File: src/rtl/alu_issue.sv
// alu_issue: ID/EX pipeline register feeding the combinational ALU.
// Accepts decoded instructions over valid/ready, resolves RAW hazards by
// forwarding from EX (alu_y of the leaving instruction) and from write-back,
// and holds the registered A/B/F operands plus destination metadata.

// One forwarding mux per source operand.
module alu_issue_fwd #(
  parameter int WIDTH = 32,
  parameter int RADDR = 5
) (
  input  logic [RADDR-1:0] idx,
  input  logic [WIDTH-1:0] rf_val,
  input  logic             ex_en,
  input  logic [RADDR-1:0] ex_rd,
  input  logic [WIDTH-1:0] ex_y,
  input  logic             wb_wen,
  input  logic [RADDR-1:0] wb_rd,
  input  logic [WIDTH-1:0] wb_data,
  output logic [WIDTH-1:0] val
);
  // Priority: r0, EX result, write-back, register file.
  always_comb begin
    val = rf_val;
    if (idx == '0)                     val = '0;
    else if (ex_en && (ex_rd == idx))  val = ex_y;
    else if (wb_wen && (wb_rd == idx)) val = wb_data;
  end
endmodule

module alu_issue #(
  parameter int WIDTH = 32,
  parameter int RADDR = 5
) (
  input  logic             clk,
  input  logic             rstn,
  input  logic             in_valid,
  output logic             in_ready,
  input  logic [RADDR-1:0] in_rs,
  input  logic [RADDR-1:0] in_rt,
  input  logic [WIDTH-1:0] in_rs_val,
  input  logic [WIDTH-1:0] in_rt_val,
  input  logic [WIDTH-1:0] in_imm,
  input  logic             in_use_imm,
  input  logic [2:0]       in_f,
  input  logic [RADDR-1:0] in_rd,
  input  logic             in_wen,
  input  logic [WIDTH-1:0] alu_y,
  input  logic             wb_wen,
  input  logic [RADDR-1:0] wb_rd,
  input  logic [WIDTH-1:0] wb_data,
  input  logic             out_ready,
  input  logic             flush,
  output logic             out_valid,
  output logic [WIDTH-1:0] alu_a,
  output logic [WIDTH-1:0] alu_b,
  output logic [2:0]       alu_f,
  output logic [RADDR-1:0] out_rd,
  output logic             out_wen,
  output logic [31:0]      issue_cnt
);
  localparam int NSRC = 2; // 0: rs, 1: rt

  logic                       vld_q;
  logic [WIDTH-1:0]           a_q, b_q;
  logic [2:0]                 f_q;
  logic [RADDR-1:0]           rd_q;
  logic                       wen_q;
  logic [31:0]                cnt_q;

  logic [NSRC-1:0][RADDR-1:0] src_idx;
  logic [NSRC-1:0][WIDTH-1:0] src_rf;
  logic [NSRC-1:0][WIDTH-1:0] src_fwd;
  logic                       accept;
  logic                       leave;
  logic                       ex_en;

  assign src_idx  = {in_rt, in_rs};
  assign src_rf   = {in_rt_val, in_rs_val};
  assign in_ready = !vld_q || out_ready;
  assign accept   = in_valid && in_ready && !flush;
  assign leave    = vld_q && out_ready;
  // A held instruction can only forward when it is leaving; accept implies that.
  assign ex_en    = vld_q && wen_q;

  genvar s;
  generate
    for (s = 0; s < NSRC; s++) begin : g_src
      alu_issue_fwd #(.WIDTH(WIDTH), .RADDR(RADDR)) u_fwd (
        .idx    (src_idx[s]),
        .rf_val (src_rf[s]),
        .ex_en  (ex_en),
        .ex_rd  (rd_q),
        .ex_y   (alu_y),
        .wb_wen (wb_wen),
        .wb_rd  (wb_rd),
        .wb_data(wb_data),
        .val    (src_fwd[s])
      );
    end
  endgenerate

  // Pipeline register: flush beats accept beats leave; otherwise hold.
  always_ff @(posedge clk or negedge rstn) begin
    if (!rstn) begin
      vld_q <= 1'b0;
      a_q   <= '0;
      b_q   <= '0;
      f_q   <= 3'b000;
      rd_q  <= '0;
      wen_q <= 1'b0;
      cnt_q <= '0;
    end else if (flush) begin
      vld_q <= 1'b0;
      wen_q <= 1'b0;
    end else if (accept) begin
      vld_q <= 1'b1;
      a_q   <= src_fwd[0];
      b_q   <= in_use_imm ? in_imm : src_fwd[1];
      f_q   <= in_f;
      rd_q  <= in_rd;
      wen_q <= in_wen;
      cnt_q <= cnt_q + 32'd1;
    end else if (leave) begin
      vld_q <= 1'b0;
      wen_q <= 1'b0;
    end
  end

  assign out_valid = vld_q;
  assign alu_a     = a_q;
  assign alu_b     = b_q;
  assign alu_f     = f_q;
  assign out_rd    = rd_q;
  assign out_wen   = wen_q;
  assign issue_cnt = cnt_q;
endmodule

File: config.mk
export PLATFORM = sky130hd
export DESIGN_NAME = alu_issue
export DESIGN_NICKNAME = d
export VERILOG_FILES = /design/src/rtl/alu_issue.sv
export SDC_FILE = /design/constraint.sdc
export NUM_CORES = 1
export LEC_CHECK = 0
export CORE_UTILIZATION = 41
export CTS_CLUSTER_SIZE = 8
export DETAILED_ROUTE_END_ITERATION = 6
export PLACE_DENSITY = 0.91
export SLEW_MARGIN = 10
export SYNTH_ARGS = -nofsm -noshare
export SYNTH_HDL_FRONTEND = slang
export SYNTH_SLANG_ARGS = --single-unit
File: constraint.sdc
create_clock -name clk -period 2.02 [get_ports clk]
set_input_delay 0.202 -clock clk [delete_from_list [all_inputs] [get_ports clk]]
set_output_delay 0.202 -clock clk [all_outputs]
set_load 0.005 [all_outputs]
# Yosys cells after proc, flatten, opt, wreduce, memory -nomap -nowiden
# Index checks and enable logic that the tools add are counted.
[op_classes]
bitwise = 1
addsub = 1
n_eq_ne = 4
muxes = 12
reduce_logical = 15
[ops]
columns = ["op", "n"]
rows = [
  ["$mux 32", 7],
  ["$add 32x1->32 const B", 1],
  ["$eq 5x5->1", 4],
  ["$logic_not 5->1", 2],
  ["$logic_and 1x1->1", 8],
  ["$mux 1", 5],
  ["$reduce_bool 3->1", 1],
  ["$logic_not 1->1", 2],
  ["$reduce_and 2->1", 1],
  ["$logic_or 1x1->1", 1],
  ["$not 1->1", 1],
]
[totals]
elab_cells = 40
regBits = 106
input_bits = 191
output_inout_bits = 107

# Longest topological paths before layout
# Gate-level depths: netlist of the first run.
[depth]
ltp_word = 6
ltp_mapped = 7
depth_no_buf = 6

# By module
# From an unflattened synthesis of the first run, not the netlist that was laid out.
[unflattened]
hier_cells = 754
area_unflattened_um2 = 7014.2
[by_module_without_submodules]
columns = ["mod", "area_per_inst_um2", "cells_per_inst", "instances", "seq_area_each_um2"]
rows = [
  ["alu_issue", 4506.8, 362, 1, 2652.5],
  ["alu_issue_fwd", 1253.7, 196, 2, 0.0],
]

# Least setup slack after synthesis of the first run
# No wires, ideal clock.
[synth_path]
path_type = "reg-to-reg"
start = "reg vld_q (netlist: out_valid)"
end = "reg cnt_q[10] (netlist: issue_cnt[10])"
stages_incl_launch_ff = 7
setup_time_ns = 0.124
path_slack_ns = 0.192
t_required_ns = 1.896
path_buffers = 1
t_arrival_ns = 1.703
path_cell_list = "dfrtp_1 > nor2b_4 > or3_1 > clkbuf_1 > nor3_1 > nand4_1 > xnor2_1"
[synth_between]
elab_chain_len = 5
[synth_lines]
columns = ["element", "line", "source"]
rows = [
  ["start, declared", "63", "logic vld_q;"],
  ["start signal, assigned", "105", "vld_q <= 1'b0;"],
  ["start signal, assigned", "113", "vld_q <= 1'b0;"],
  ["start signal, assigned", "116", "vld_q <= 1'b1;"],
  ["$logic_not 1->1", "79", "assign in_ready = !vld_q || out_ready;"],
  ["$logic_or 1x1->1", "79", ""],
  ["$logic_and 1x1->1 (2 in a row)", "80", "assign accept = in_valid && in_ready && !flush;"],
  ["$reduce_and 2->1 (no line)", "--", ""],
  ["end signal, assigned", "122", "cnt_q <= cnt_q + 32'd1;"],
  ["end, declared", "68", "logic [31:0] cnt_q;"],
]
# Every way passes these cells.
# A chain may end at the register's enable or synchronous reset.

# Worst setup path in the final report of the first run
[layout_path]
start = "in wb_rd[4]"
end = "reg a_q[11] (netlist: alu_a[11])"
[layout_between]
elab_chain_len = 5
[layout_lines]
columns = ["element", "line", "source"]
rows = [
  ["start, declared", "49", "input logic [RADDR-1:0] wb_rd,"],
  ["$eq 5x5->1", "26", "else if (wb_wen && (wb_rd == idx)) val = wb_data;"],
  ["$logic_and 1x1->1", "26", ""],
  ["$mux 32", "26", ""],
  ["$mux 32", "25", "else if (ex_en && (ex_rd == idx)) val = ex_y;"],
  ["$mux 32", "24", "if (idx == '0) val = '0;"],
  ["end signal, assigned", "117", "a_q <= src_fwd[0];"],
  ["end, declared", "64", "logic [WIDTH-1:0] a_q, b_q;"],
]
# Every way passes these cells.

==> summary.md, run 1 <==
| Metric | Value |
|---|---|
| Status | `finished, final reports clean` |
| Final std cells w/o fill | `1151` |
| CTS sink count | `106` |
| Io pins | `slightly below 300` |
| RePlAce Congestion | `~0.94` |
| PD cells | `653 nW/um^2` |
| Port buffer count | `~300` |
| Data required time of the worst path | `2.24 ns` |
| Worst path max stage delay | `around 0.60 ns` |
| Hold WC Path Type | `in2async` |
| Synth cell types | `34` |
| Seq/Total Area, Yosys | `44.0%` |
| Max-slew violation count | `0` |
| Fmax | `501 MHz` |
| H-tree levels | `3` |
| Total vias in the final route | `6896` |
| FF-to-FF End | `alu_b[15]` |
| Vias per Instance | `5.99` |
| Wire per inst | `21.8 um` |
| Dpl cells | `1133` |
| Drt pass-1 iters | `5` |
| Slew @ Worst Pin | `0.625 ns` |
| Synth warn | `0` |
| Final period utilization | `a little over nine tenths` |
| Row count | `43` |
| Critical path buffer and inverter count | `2` |
| Final setup margin | `between 0.02 and 0.025 ns` |
| Largest cells by area after synthesis | `dfrtp_1 (44%), a221oi_2 (8.2%), o21ai_0 (5.7%), xnor2_1 (4.7%), a221oi_1 (4.5%)` |
| Die Area | `15200 sq um` |
| Final setup vio count | `0` |
| Main synth FF type | `dfrtp_1` |
| RSZ-0062 raised after global routing | `true` |
| Top delay family on crit path | `simple AND/OR/NAND/NOR gates` |
| Worst Hold Slack | `0.371 ns` |
| WP data arrival | `2.22 ns` |
| Placed inst area | `9590 sq um` |
| Vias in the first global route | `6953` |
| Post-synthesis cell count | `649` |
| Starting Density | `42.8%` |
| Share of cells above drive strength 1 | `14.6%` |
| CTS tree | `built` |
| Core area | `14100 sq um` |
| Syn_area_per_cell | `just over 9 sq um` |
| Skew final | `approximately 0.0073 ns` |
| Clk_lat worst skew | `approximately 0.35 ns` |
| Total GRT Usage | `32.9%` |
| Yosys top cell by area | `dfrtp_1` |
| Power, Total | `6.61 mW` |
| MaxCap Viol Count | `0` |
| Total CTS buffers | `9` |
| Detail Route Antenna Nets | `0` |
| Final Critical Period | `2.00 ns` |
| Slew HR | `58.2%` |
| P_leak | `approximately 4.0 nW` |
| Max clock buf depth | `2` |
| DRC Markers | `0` |
| Area growth syn-to-layout | `68.0%` |
| CTS Root Cell | `clkbuf_16` |
| Setup_tns | `0 ns` |
| Reg-to-Reg Start | `out_valid` |
| Slowest cell on crit path | `or4_4` |
| Most frequent cells in the layout | `clkdlybuf4s50_1 (291), dfrtp_1 (106), nand2_1 (71)` |
| Worst Setup Path Type | `in2reg` |
| Syn Nets | `841` |
| Largest net degree at the start of global routing | `47` |
| Share of the synthesized area in the top cell type | `44.0%` |
| Overflow after GRT | `0` |
| # diodes | `0` |
| Final Instance Area | `10100 sq um` |
| Crit Path Max Fanout | `20` |
| Startpoint Class | `primary input` |
| Dpl ws | `-0.628 ns` |
| Die Wd | `123 um` |
| Detailed Route Iter0 Violations | `543` |
| FF-to-FF path depth | `6` |
| Final WL | `25.1 mm` |
| Ys async rst share | `100%` |
| Reg clk slew, reported paths | `around 0.070 ns` |
| Synthesis-stage register bit count | `~110` |
| Most common cell after layout, fill and taps aside | `clkdlybuf4s50_1` |
| CP cell instances | `clkdlybuf4s50_1 -> xnor2_1 -> nand3_2 -> or4_4 -> buf_12 -> a221oi_1 -> o21ai_1` |
| Nets | `1158` |
| Die Span Y | `about 120 um` |
| Initial antenna violation count | `0` |
| VDD IR max | `0.000443 V` |
| Core Util, Final | `71.8%` |
| Mapped Area | `6030 sq um` |
| Flop-to-flop setup slack | `0.13 ns` |
| HPWL Detailed | `17.9 mm` |
| Number of flops mapped to enable cells by yosys | `0` |
| Final Hold Vio Count | `0` |
| Worst setup EP type | `register` |
| First-pass GRT wire length | `~38 mm` |
cell type report:
type                            count  area [sq um]
Timing Repair Buffer              359          3640
Multi-Input combinational cell    484          3250
Tap cell                          180           225
Clock inverter                      6          90.1
Clock buffer                       10           239
Inverter                            6          22.5
Fill cell                        1033          3970
Sequential cell                   106          2650
sequential cells by signal, indices dropped and copies added, names as in the netlist:
name and cells:
out_valid 1, issue_cnt 32, alu_a 32, out_wen 1
alu_f 3, out_rd 5, alu_b 32
cells by family (layout without fill, tap and decap cells):
logic type	after synthesis	count (layout)	synth area share, %
XOR/XNOR	51	51	7.41
adder cells (fa/ha/maj)	1	1	0.208
flip-flops	106	106	44.0
AO/OA/AOI/OAI	228	228	27.1
buffers and inverters	59	381	5.09
AND/OR/NAND/NOR	204	204	16.2
metal layers:
metal | vias up | GRT usage, % | part of all wire (%)
met5 | - | 0 | 0
met4 | 0 | 18.8 | 4.5
met3 | 86 | 6.18 | 11
met2 | 550 | 53.9 | 48
met1 | 3245 | 40.6 | 37
li1 | 3015 | - | -
worst max path at each step:
stage / startpoint / endpoint / slack [ns] / depth (start not counted)
after floorplan: out_valid / issue_cnt[10] / 0.19 / 6
after global placement: wb_rd[3] / alu_b[25] / -0.48 / 7
after detailed placement: in_rt[2] / alu_b[25] / -0.63 / 7
after CTS: wb_rd[2] / alu_a[5] / -0.008 / 8
after global routing: wb_rd[4] / alu_a[7] / -0.03 / 7
final: wb_rd[4] / alu_a[11] / 0.02 / 7
repair_timing:
action                                 CTS  global route
endpoints found under the hold margin   36             0
pin swaps                                0             9
setup endpoints to repair               33            63
setup buffers                            0             1
gates resized for setup                  6            31
hold buffers                             1             0
synthesized netlist by cell type (28+ instances only):
master	count
o21ai_0	69
xnor2_1	32
o22ai_1	32
a221oi_1	31
o21ai_1	28
a21oi_1	34
and2_1	34
dfrtp_1	106
a221oi_2	33
nor2_1	51
clkbuf_1	33
nand2_1	71
report_power, final:
group          internal [mW]  total (mW)  switching [mW]  leakage, nW
registers               2.41        2.66           0.246         1.31
logic                   1.21        1.99           0.785         2.55
clock network           1.12        1.96           0.839        0.159
total                   4.74        6.61            1.87         4.02
Power figures use the tool's default switching activity.
==> run 2, diff against run 1 <==
--- a/config.mk
+++ b/config.mk
@@ -5,6 +5,7 @@
 export SDC_FILE = /design/constraint.sdc
 export NUM_CORES = 1
 export LEC_CHECK = 0
+export CORE_MARGIN = 2
 export CORE_UTILIZATION = 41
 export CTS_CLUSTER_SIZE = 8
 export DETAILED_ROUTE_END_ITERATION = 6
==> summary.md, run 2 (synthesized netlist as in run 1, its figures left out) <==
| Metric | Value |
|---|---|
| Crit Path Max Fanout | `8` |
| Final std cells w/o fill | `~1200` |
| VDD IR max | `around 0.0004 V` |
| Total CTS buffers | `9` |
| Data required time of the worst path | `2.24 ns` |
| Nets | `about 1200` |
| Most frequent cells in the layout | `clkdlybuf4s50_1 (285), dfrtp_1 (106), nand2_1 (71)` |
| Reg-to-Reg Start | `out_valid` |
| Initial antenna violation count | `0` |
| Worst setup EP type | `register` |
| First-pass GRT wire length | `39.2 mm` |
| Fmax | `502 MHz` |
| P_leak | `4.20 nW` |
| Core area | `roughly 14000 sq um` |
| Crit path launch | `wb_wen` |
| DRC Markers | `0` |
| Vias per Instance | `6.09` |
| Slew @ Worst Pin | `approximately 0.54 ns` |
| Detailed Route Iter0 Violations | `about 560` |
| WP data arrival | `about 2.2 ns` |
| Wire per inst | `23.2 um` |
| Die Span Y | `125 um` |
| Detail Route Antenna Nets | `0` |
| Largest net degree at the start of global routing | `54` |
| Die Area | `15700 sq um` |
| Power, Total | `6.45 mW` |
| # diodes | `0` |
| Worst Setup Path Type | `in2reg` |
| Io pins | `298` |
| Row count | `44` |
| Area growth syn-to-layout | `73.5%` |
| H-tree levels | `3` |
| Dpl cells | `1142` |
| Max clock buf depth | `2` |
| Final Critical Period | `1.99 ns` |
| Status | `finished, final reports clean` |
| Total vias in the final route | `7114` |
| Register Area | `2650 sq um` |
| Drt pass-1 iters | `5` |
| Vias in the first global route | `7046` |
| Skew final | `0.00515 ns` |
| Multi-input gate area | `3420 sq um` |
| CTS tree | `built` |
| Share of cells above drive strength 1 | `18.0%` |
| Clk_lat worst skew | `0.35 ns` |
| Port buffer count | `297` |
| CTS Root Cell | `clkbuf_16` |
| Fill count | `1024` |
| HPWL Detailed | `18.5 mm` |
| Max-slew violation count | `0` |
| CTS sink count | `106` |
| Startpoint Class | `primary input` |
| Die Wd | `125 um` |
| Final WL | `27.1 mm` |
| Starting Density | `41.8%` |
| Final period utilization | `98.7%` |
| Most common cell after layout, fill and taps aside | `clkdlybuf4s50_1` |
| Total GRT Usage | `about a third` |
| Final Hold Vio Count | `0` |
| MaxCap Viol Count | `0` |
| Slew HR | `64.3%` |
| Hold WC Path Type | `in2async` |
| FF-to-FF path depth | `7` |
| Overflow after GRT | `0` |
| RePlAce Congestion | `0.964` |
| PD cells | `617 nW/um^2` |
| Final setup vio count | `0` |
| Reg clk slew, reported paths | `0.08 ns` |
==> run 2: cell count changes in the layout (fill, tap and decap cells not counted), moves of 5 or more <==
cell / change
a221oi_1: -17
a221oi_2: +14
buf_4: +5
clkbuf_16: +5
clkdlybuf4s50_1: -6
dlymetal6s2s_1: +6
==> run 2: per-stage QoR <==
| stage | hold slack (ns) | worst slack, ns | utilization, % | TNS [ns] | area, sq um |
|---|---|---|---|---|---|
| 6_report | 0.364 | 0.0272 | 72.5 | 0 | 10500 |
| 5_1_grt | 0.394 | -0.00652 | 72.5 | -0.00652 | 10500 |
| 4_1_cts | 0.363 | -0.00306 | 69.5 | -0.00544 | 10000 |
| 3_5_place_dp | 0.212 | -0.711 | 67.0 | -29.96 | 9660 |
| 3_3_place_gp | 0.208 | -0.509 | 67.0 | -22.74 | 9660 |
| 2_1_floorplan | -0.0936 | 0.192 | - | 0 | 6030 |
==> run 2: worst paths after layout <==
path,to,slack [ns]
max in group asynchronous,alu_b[14],0.96
worst max register to register,issue_cnt[27],0.12
worst min-delay path,out_rd[2],0.36
worst min register to register,alu_a[30],0.49
worst max-delay path,alu_a[4],0.03
min in group clk,alu_f[2],0.37
==> run 2: critical path, stage by stage <==
cell,delay (ns)
clkdlybuf4s50_1,0.47
buf_6,0.14
inv_2,0.05
buf_4,0.12
or4_4,0.63
clkbuf_16,0.23
a221oi_2,0.22
o21ai_0,0.13
==> run 2: layout make-up <==
| class | count | share of cell area, % |
|---|---|---|
| timing repair buffer | 372 | 36.9 |
| multi-input combinational | 484 | 32.7 |
| sequential | 106 | 25.4 |
| tap | 184 | 2.20 |
| clock buffer | 9 | 2.15 |
| clock inverter | 7 | 0.527 |
| inverter | 6 | 0.215 |
==> run 2: per-layer routing <==
metal	GRT usage (%)	share of wire (%)	vias to the layer above
li1	-	-	3036
met1	38.1	37	3389
met2	53.5	48	572
met3	6.29	9.2	117
met4	16.5	5.4	0
met5	0	0	-
==> run 2: timing repair <==
item	CTS	global route
hold buffers	1	0
hold endpoints to repair	35	0
gates cloned	0	6
pin swaps	0	16
setup endpoints to repair	40	48
setup buffers	0	3
resized for setup	16	50
==> run 2: power breakdown <==
part | total, mW | internal (mW) | leakage [nW] | switching (mW)
clock | 1.72 | 0.847 | 0.132 | 0.872
combinational | 2.07 | 1.25 | 2.76 | 0.822
sequential | 2.66 | 2.41 | 1.31 | 0.248
total | 6.45 | 4.51 | 4.20 | 1.94
